--- src/rtl/fifo_sum_win_pkg.sv ---
// Shared constants and elaboration-time helpers for the windowed column-sum block.
package fifo_sum_pkg;

  localparam int MODE_SLIDE = 0;
  localparam int MODE_BLOCK = 1;

  // Ceiling log2, usable in parameter expressions.
  function automatic int clog2(input int value);
    int result;
    result = 0;
    for (int i = 0; i < 31; i++) begin
      if ((1 << i) < value) result = i + 1;
    end
    return result;
  endfunction

  // Width that holds the sum of `rows` unsigned samples of `data_w` bits.
  function automatic int sum_width(input int data_w, input int rows);
    return data_w + clog2(rows);
  endfunction

endpackage

--- src/rtl/fifo_sum_win_if.sv ---
// Sample input strobe and buffered result handshake of fifo_sum_win.
interface fifo_sum_win_if #(
  parameter int DATA_W    = 8,
  parameter int OUT_W     = 8,
  parameter int OUT_DEPTH = 8
);
  localparam int CNT_W = fifo_sum_pkg::clog2(OUT_DEPTH) + 1;

  logic              in_valid;
  logic [DATA_W-1:0] in_data;
  logic              out_valid;
  logic              out_ready;
  logic [OUT_W-1:0]  out_data;
  logic [CNT_W-1:0]  out_count;
  logic              overflow;

  modport master (
    output in_valid, in_data, out_ready,
    input  out_valid, out_data, out_count, overflow
  );

  modport slave (
    input  in_valid, in_data, out_ready,
    output out_valid, out_data, out_count, overflow
  );
endinterface

--- src/rtl/fifo_sum_win_sync_fifo_fwft.sv ---
// First-word-fall-through synchronous FIFO. Any DEPTH >= 2 is allowed; when
// empty, dout keeps the last value popped (0 after reset or clr).
module sync_fifo_fwft
  import fifo_sum_pkg::*;
#(
  parameter int WIDTH = 8,
  parameter int DEPTH = 4,
  localparam int PW   = clog2(DEPTH),
  localparam int CW   = clog2(DEPTH) + 1
) (
  input  logic             clk,
  input  logic             rst_n,
  input  logic             clr,
  input  logic             push,
  input  logic             pop,
  input  logic [WIDTH-1:0] din,
  output logic [WIDTH-1:0] dout,
  output logic [CW-1:0]    count,
  output logic             full,
  output logic             empty
);

  logic [WIDTH-1:0] mem_q [DEPTH];
  logic [PW-1:0]    rd_ptr_q, rd_ptr_d;
  logic [PW-1:0]    wr_ptr_q, wr_ptr_d;
  logic [CW-1:0]    count_q, count_d;
  logic [WIDTH-1:0] last_q, last_d;
  logic             do_push, do_pop;

  function automatic logic [PW-1:0] next_ptr(input logic [PW-1:0] ptr);
    return (ptr == PW'(DEPTH - 1)) ? '0 : ptr + 1'b1;
  endfunction

  assign empty   = (count_q == '0);
  assign full    = (count_q == CW'(DEPTH));
  assign do_pop  = pop && !empty;
  // A push into a full FIFO is accepted only when the head leaves in the same cycle.
  assign do_push = push && (!full || do_pop);
  assign dout    = empty ? last_q : mem_q[rd_ptr_q];
  assign count   = count_q;

  // Pointer, occupancy and last-popped bookkeeping; clr overrides everything.
  always_comb begin
    // NOTE: every comb output gets a default first so no path leaves it unassigned (no latch).
    rd_ptr_d = rd_ptr_q;
    wr_ptr_d = wr_ptr_q;
    count_d  = count_q;
    last_d   = last_q;
    if (do_pop) begin
      rd_ptr_d = next_ptr(rd_ptr_q);
      last_d   = mem_q[rd_ptr_q];
    end
    if (do_push) wr_ptr_d = next_ptr(wr_ptr_q);
    case ({do_push, do_pop})
      2'b10:   count_d = count_q + 1'b1;
      2'b01:   count_d = count_q - 1'b1;
      default: count_d = count_q;
    endcase
    if (clr) begin
      rd_ptr_d = '0;
      wr_ptr_d = '0;
      count_d  = '0;
      last_d   = '0;
    end
  end

  // Control state registers.
  always_ff @(posedge clk) begin
    // NOTE: sequential state uses non-blocking assignments so every flop samples pre-edge values.
    if (!rst_n) begin
      rd_ptr_q <= '0;
      wr_ptr_q <= '0;
      count_q  <= '0;
      last_q   <= '0;
    end else begin
      rd_ptr_q <= rd_ptr_d;
      wr_ptr_q <= wr_ptr_d;
      count_q  <= count_d;
      last_q   <= last_d;
    end
  end

  // Storage write port.
  always_ff @(posedge clk) begin
    // NOTE: storage is deliberately not reset; cleared pointers make stale words unreachable.
    if (do_push && !clr) mem_q[wr_ptr_q] <= din;
  end

endmodule

--- src/rtl/fifo_sum_win.sv ---
// Per-column sum over the last ROWS rows of a row-major sample stream,
// formatted to OUT_W bits and buffered in an output FIFO.
module fifo_sum_win
  import fifo_sum_pkg::*;
#(
  parameter int DATA_W    = 8,
  parameter int COLS      = 4,
  parameter int ROWS      = 3,
  parameter int OUT_W     = 8,
  parameter int SAT       = 1,
  parameter int MODE      = MODE_SLIDE,
  parameter int OUT_DEPTH = 8
) (
  input  logic           sys_clk,
  input  logic           rst_n,
  input  logic           clr,
  fifo_sum_win_if.slave  bus
);

  localparam int SUM_W = sum_width(DATA_W, ROWS);
  localparam int COL_W = clog2(COLS);
  localparam int ROW_W = clog2(ROWS);
  localparam int LB_CW = clog2(COLS) + 1;
  localparam int NLB   = ROWS - 1;

  logic [COL_W-1:0]  col_cnt_q, col_cnt_d;
  logic [ROW_W-1:0]  row_cnt_q, row_cnt_d;
  logic [SUM_W-1:0]  sum_q, sum_d;
  logic              sum_vld_q, sum_vld_d;
  logic              overflow_q, overflow_d;
  logic              col_wrap, win_done, lb_flush, lb_clr;

  logic [DATA_W-1:0] lb_din  [NLB];
  logic [DATA_W-1:0] lb_dout [NLB];
  logic [NLB-1:0]    lb_push, lb_pop, lb_full;
  logic [NLB-1:0]    lb_empty_unused;
  logic [LB_CW-1:0]  lb_count_unused [NLB];

  logic [SUM_W+OUT_W-1:0] sum_ext;
  logic [OUT_W-1:0]       fmt_data;
  logic                   out_full, out_empty, out_pop;

  // Next state for counters, window sum and sticky overflow.
  always_comb begin
    col_wrap  = bus.in_valid && (col_cnt_q == COL_W'(COLS - 1));
    win_done  = (row_cnt_q == ROW_W'(ROWS - 1));
    lb_flush  = (MODE == MODE_BLOCK) && col_wrap && win_done;
    col_cnt_d = col_cnt_q;
    row_cnt_d = row_cnt_q;
    if (bus.in_valid) col_cnt_d = col_wrap ? '0 : col_cnt_q + 1'b1;
    if (col_wrap) begin
      if (!win_done)               row_cnt_d = row_cnt_q + 1'b1;
      else if (MODE == MODE_BLOCK) row_cnt_d = '0;
    end
    sum_vld_d = bus.in_valid && win_done;
    sum_d     = SUM_W'(bus.in_data);
    for (int k = 0; k < NLB; k++) sum_d = sum_d + SUM_W'(lb_dout[k]);
    if (!sum_vld_d) sum_d = sum_q;
    overflow_d = overflow_q || (sum_vld_q && out_full && !out_pop);
    if (clr) begin
      col_cnt_d  = '0;
      row_cnt_d  = '0;
      sum_d      = '0;
      sum_vld_d  = 1'b0;
      overflow_d = 1'b0;
    end
  end

  // Counter, sum and flag registers.
  always_ff @(posedge sys_clk) begin
    if (!rst_n) begin
      col_cnt_q  <= '0;
      row_cnt_q  <= '0;
      sum_q      <= '0;
      sum_vld_q  <= 1'b0;
      overflow_q <= 1'b0;
    end else begin
      col_cnt_q  <= col_cnt_d;
      row_cnt_q  <= row_cnt_d;
      sum_q      <= sum_d;
      sum_vld_q  <= sum_vld_d;
      overflow_q <= overflow_d;
    end
  end

  // Cascaded line buffers: each holds one previous row; a full buffer hands
  // its oldest sample to the next one as a new sample arrives.
  assign lb_clr = clr || lb_flush;

  for (genvar k = 0; k < NLB; k++) begin : g_lb
    if (k == 0) begin : g_first
      assign lb_din[k]  = bus.in_data;
      assign lb_push[k] = bus.in_valid;
    end else begin : g_next
      assign lb_din[k]  = lb_dout[k-1];
      assign lb_push[k] = lb_pop[k-1];
    end
    assign lb_pop[k] = bus.in_valid && lb_full[k];

    sync_fifo_fwft #(.WIDTH(DATA_W), .DEPTH(COLS)) u_lb (
      .clk   (sys_clk),
      .rst_n (rst_n),
      .clr   (lb_clr),
      .push  (lb_push[k]),
      .pop   (lb_pop[k]),
      .din   (lb_din[k]),
      .dout  (lb_dout[k]),
      .count (lb_count_unused[k]),
      .full  (lb_full[k]),
      .empty (lb_empty_unused[k])
    );
  end

  // Reduce the sum to OUT_W bits, clamping when saturation is enabled.
  always_comb begin
    sum_ext = {{OUT_W{1'b0}}, sum_q};
    if ((SAT != 0) && ((sum_ext >> OUT_W) != '0)) fmt_data = '1;
    else                                          fmt_data = sum_ext[OUT_W-1:0];
  end

  assign out_pop = bus.out_ready && !out_empty;

  sync_fifo_fwft #(.WIDTH(OUT_W), .DEPTH(OUT_DEPTH)) u_out_fifo (
    .clk   (sys_clk),
    .rst_n (rst_n),
    .clr   (clr),
    .push  (sum_vld_q),
    .pop   (bus.out_ready),
    .din   (fmt_data),
    .dout  (bus.out_data),
    .count (bus.out_count),
    .full  (out_full),
    .empty (out_empty)
  );

  assign bus.out_valid = !out_empty;
  assign bus.overflow  = overflow_q;

endmodule

--- src/flat_wrapper.sv ---
// flat-port wrapper written by rule: the top's interface ports become plain ports
module fifo_sum_win_flat import fifo_sum_pkg::*;
#(
  parameter int DATA_W    = 8,
  parameter int COLS      = 4,
  parameter int ROWS      = 3,
  parameter int OUT_W     = 8,
  parameter int SAT       = 1,
  parameter int MODE      = MODE_SLIDE,
  parameter int OUT_DEPTH = 8
)
  (sys_clk, rst_n, clr, bus_in_valid, bus_in_data, bus_out_ready, bus_out_valid, bus_out_data, bus_out_count, bus_overflow);
  fifo_sum_win_if #(.DATA_W(DATA_W), .OUT_W(OUT_W), .OUT_DEPTH(OUT_DEPTH)) bus_i ();
  input  logic sys_clk;
  input  logic rst_n;
  input  logic clr;
  input wire logic [$bits(bus_i.in_valid)-1:0] bus_in_valid;
  input wire logic [$bits(bus_i.in_data)-1:0] bus_in_data;
  input wire logic [$bits(bus_i.out_ready)-1:0] bus_out_ready;
  output wire logic [$bits(bus_i.out_valid)-1:0] bus_out_valid;
  output wire logic [$bits(bus_i.out_data)-1:0] bus_out_data;
  output wire logic [$bits(bus_i.out_count)-1:0] bus_out_count;
  output wire logic [$bits(bus_i.overflow)-1:0] bus_overflow;
  assign bus_i.in_valid = bus_in_valid;
  assign bus_i.in_data = bus_in_data;
  assign bus_i.out_ready = bus_out_ready;
  assign bus_out_valid = bus_i.out_valid;
  assign bus_out_data = bus_i.out_data;
  assign bus_out_count = bus_i.out_count;
  assign bus_overflow = bus_i.overflow;
  fifo_sum_win #(.DATA_W(DATA_W), .COLS(COLS), .ROWS(ROWS), .OUT_W(OUT_W), .SAT(SAT), .MODE(MODE), .OUT_DEPTH(OUT_DEPTH)) u_core (.sys_clk(sys_clk), .rst_n(rst_n), .clr(clr), .bus(bus_i));
endmodule
--- config.mk ---
export PLATFORM = sky130hd
export DESIGN_NAME = fifo_sum_win_flat
export DESIGN_NICKNAME = d
export VERILOG_FILES = /design/src/rtl/fifo_sum_win_pkg.sv /design/src/rtl/fifo_sum_win_if.sv /design/src/rtl/fifo_sum_win_sync_fifo_fwft.sv /design/src/rtl/fifo_sum_win.sv /design/src/flat_wrapper.sv
export SDC_FILE = /design/constraint.sdc
export NUM_CORES = 1
export LEC_CHECK = 0
export BUFFER_PORTS_ARGS = -buffer_cell sky130_fd_sc_hd__clkbuf_2
export CAP_MARGIN = 0
export CORE_ASPECT_RATIO = 1.25
export CORE_MARGIN = 2
export CORE_UTILIZATION = 55
export CTS_BUF_LIST = sky130_fd_sc_hd__clkbuf_4 sky130_fd_sc_hd__clkbuf_8
export DETAILED_ROUTE_END_ITERATION = 16
export GPL_TIMING_DRIVEN = 0
export PLACE_DENSITY_LB_ADDON = 0.08
export SYNTH_ARGS = -nofsm -noshare
export SYNTH_HDL_FRONTEND = slang
export SYNTH_SLANG_ARGS = --single-unit
export TNS_END_PERCENT = 10
--- constraint.sdc ---
create_clock -name sys_clk -period 4 [get_ports sys_clk]
set_input_delay 0 -clock sys_clk [delete_from_list [all_inputs] [get_ports sys_clk]]
set_output_delay 0 -clock sys_clk [all_outputs]
set_load 0.01 [all_outputs]
==> flow_summary.ini <==
[status]
status = finished clean

[cts]
htree_num_levels = 4
cts_tree = built
root_buffer = clkbuf_8
cts_made_buffers = 17
clock_path_buffers = 2
path_clk_slew_ns = 0.09
clock_sinks = 199
clkLatencyLatePin_ns = 0.46

[detailed_routing]
ant_nets = 0
viasPerCell = 5.485
dr.first_iter.drc_count = 325
num_vias = 5052
drc_errors = 0
drt_first_pass_iters = 5
routed_wl_mm = 16.93
post_drt_wl_per_cell_um = 18.38

[floorplan]
dieArea_mm2 = 0.01671
coreArea_mm2 = 0.01544
boundaryPins = 27
die_width_um = 116.0
die_h_um = 144.0
rows = 51
start_util_pct = 55.88

[timing]
rsz0062_at_grt = no
finalSetupViolCount = 0
period_share_pct = 95.71
clock_skew_ns = 0.008839
relSlewSlack_pct = 14.76
finalCriticalPeriod_ns = 3.828
fmax_mhz = 261.2
slew_viol_final = 0
tightest_slew_ns = 1.276
hold_viol_final = 0

[placed_design]
placed_area_mm2 = 0.009020
portBuffers = 24
dp_hpwl_mm = 12.43
dp_cells = 876
place.gp.congestion = 0.7634

[critical_path]
required_ns = 4.35
crit_fanout = 8
cp-end-kind = register
crit_type = register to register
reg2reg_slack_ns = 0.17
critPathArrivalTime_ns = 4.18
critPathLaunchType = register

[grt]
grt_max_degree = 17
grtUsageTotal_pct = 21.92
antenna_found_initial = 0
overflow = 0
grt_pass1_wl_mm = 26.94
grt_pass1_vias = 5206

[finish]
areaGrowthSynthToFinish_pct = 11.22
fillers = 1222
final_cells = 921
layout.nets = 752
n_antenna_cell = 0
drive_gt1_share_pct = 20.17
fin_area_mm2 = 0.009598

[synth]
avgSynthCellArea_um2 = 13.50
synth_most_common_cell = edfxtp_1
synthesis.instances = 639
seq_area_frac_synth_pct = 61.01
synth_edf_count = 128
syn_area_mm2 = 0.008630
yosysTopAreaCell = edfxtp_1
synth_flop_cell = edfxtp_1
ys_types = 46
synth_commonest_cells = 128 x edfxtp_1, 71 x dfxtp_1, 63 x nand2_1, 63 x nor2_1, 58 x a21oi_1
synthTopCellsByArea = edfxtp_1 45%, dfxtp_1 16%, mux4_2 8.4%
synth-seq-cells = 199
async_reset_ff_share_pct = 0
yosysTopAreaCellShare_pct = 44.54
syn_nets = 695
yosysWarnings = 0

[pwr]
power.density_mw_per_mm2 = 369.9
p_leak_nw = 3.525
vdd.ir_drop.worst_mv = 0.3081

[run]
maxCapViolations = 0

[worst_hold_path]
hp-class = input pin to register
==> sequential cells by signal, summed over array words and instances, names as in the netlist, named ones only <==
| register | flops |
|---|---|
| u_core.g_lb.u_lb.mem_q | 64 |
| u_core.u_out_fifo.mem_q | 64 |
| u_core.g_lb.u_lb.last_q | 16 |
| u_core.sum_q | 10 |
| u_core.u_out_fifo.last_q | 8 |
| u_core.g_lb.u_lb.count | 6 |
| u_core.g_lb.u_lb.rd_ptr_q | 4 |
| u_core.g_lb.u_lb.wr_ptr_q | 4 |
| u_core.u_out_fifo.count | 4 |
| u_core.u_out_fifo.rd_ptr_q | 3 |
| u_core.u_out_fifo.wr_ptr_q | 3 |
| u_core.col_cnt_q | 2 |
| u_core.row_cnt_q | 2 |
| u_core.bus.overflow | 1 |
| u_core.sum_vld_q | 1 |
==> cell usage in the layout, fill, tap and decap left out, drive strengths merged, types with 2 or more instances in the layout <==
cell and n:
a211oi 13, a21o 4, a21oi 58, and2 5, buf 20, bufinv 2, clkbuf 53, clkinv 8
clkinvlp 2, dfxtp 71, dlygate4sd3 11, edfxtp 128, fa 4, ha 39, inv 21, mux2 16
mux2i 12, mux4 32, nand2 64, nand2b 6, nand3 2, nor2 63, nor3 13, nor3b 5
o21a 3, o21ai 12, o31ai 2, or3 13, or4 2, xnor2 10, xor2 6
==> routing by layer <==
metal | GRT usage (%) | vias to the layer above | routed length (µm)
li1 | - | 2456 | -
met4 | 7.644 | 0 | 175
met5 | 0 | - | 0
met3 | 3.479 | 11 | 426
met2 | 42.60 | 71 | 9740
met1 | 23.78 | 2514 | 6583
==> logic make-up after synthesis <==
group	share of synthesized area, %
xor+xnor	1.624
simple gates	9.294
buf+inv	2.610
fa+ha+maj	6.583
compound gates	7.047
mux	11.83
flops	61.01
==> path summary, 6_finish.rpt <==
path | endpoint | from | depth (start not counted)
worst max-delay path | u_core.sum_q[7] | register | 14
worst min-delay path | u_core.g_lb[0].u_lb.mem_q[1][5] | bus_in_data[5] | 2
worst max register to register | u_core.sum_q[7] | register | 14
worst min register to register | u_core.g_lb[1].u_lb.last_q[4] | u_core.g_lb[1].u_lb.last_q[4] | 2
==> area by class of cell <==
type / instances / area (µm²) / area share [%]
flip-flops and latches: 199 / 5265 / 54.86
multi-input cells: 393 / 3193 / 33.27
repair buffers: 40 / 265.3 / 2.764
well taps: 212 / 265.3 / 2.764
clock buffers: 20 / 256.5 / 2.672
plain buffers: 24 / 140.1 / 1.460
clock inverters: 12 / 128.9 / 1.343
inverters: 21 / 83.83 / 0.8734
==> timing repair <==
action / 4_1_cts / 5_1_grt
resized for setup: 3 / 6
endpoints found under the setup margin: 3 / 4
hold buffers: 11 / 0
hold endpoints to repair: 49 / 0
pin swaps: 0 / 1
setup buffers: 0 / 4
==> stage by stage <==
stage	TNS, ns	setup slack [ns]	power (mW)	hold WS, ns	utilization, %
3_5_place_dp	-0.2388	-0.1065	2.345	0.2519	58.41
3_3_place_gp	-0.03028	-0.03028	2.341	0.2509	58.38
5_1_grt	0	0.01584	3.661	0.3259	62.15
6_report	0	0.1717	3.550	0.3403	62.15
2_1_floorplan	0	0.3716	2.302	0.09887	-
4_1_cts	0	0.05980	3.569	0.2863	61.67
==> worst max-delay path: stages (launching register included) <==
cell and delay [ns]:
dfxtp_1 0.61, mux4_2 0.39, mux2_2 0.33, ha_1 0.23, fa_1 0.41, nand2_1 0.10, a21oi_1 0.10, o21a_1 0.19
nor2_2 0.12, xnor2_2 0.15, ha_1 0.30, a21oi_1 0.19, o21a_1 0.19, o31ai_4 0.09, a221o_1 0.31
==> where the power goes <==
group / total, mW / internal, mW / switching, mW
clock: 1.24 / 0.575 / 0.662
combinational: 0.137 / 0.0527 / 0.0839
sequential: 2.18 / 2.17 / 0.00302
total: 3.55 / 2.80 / 0.749
No activity file was read; power rests on OpenSTA's default activity.
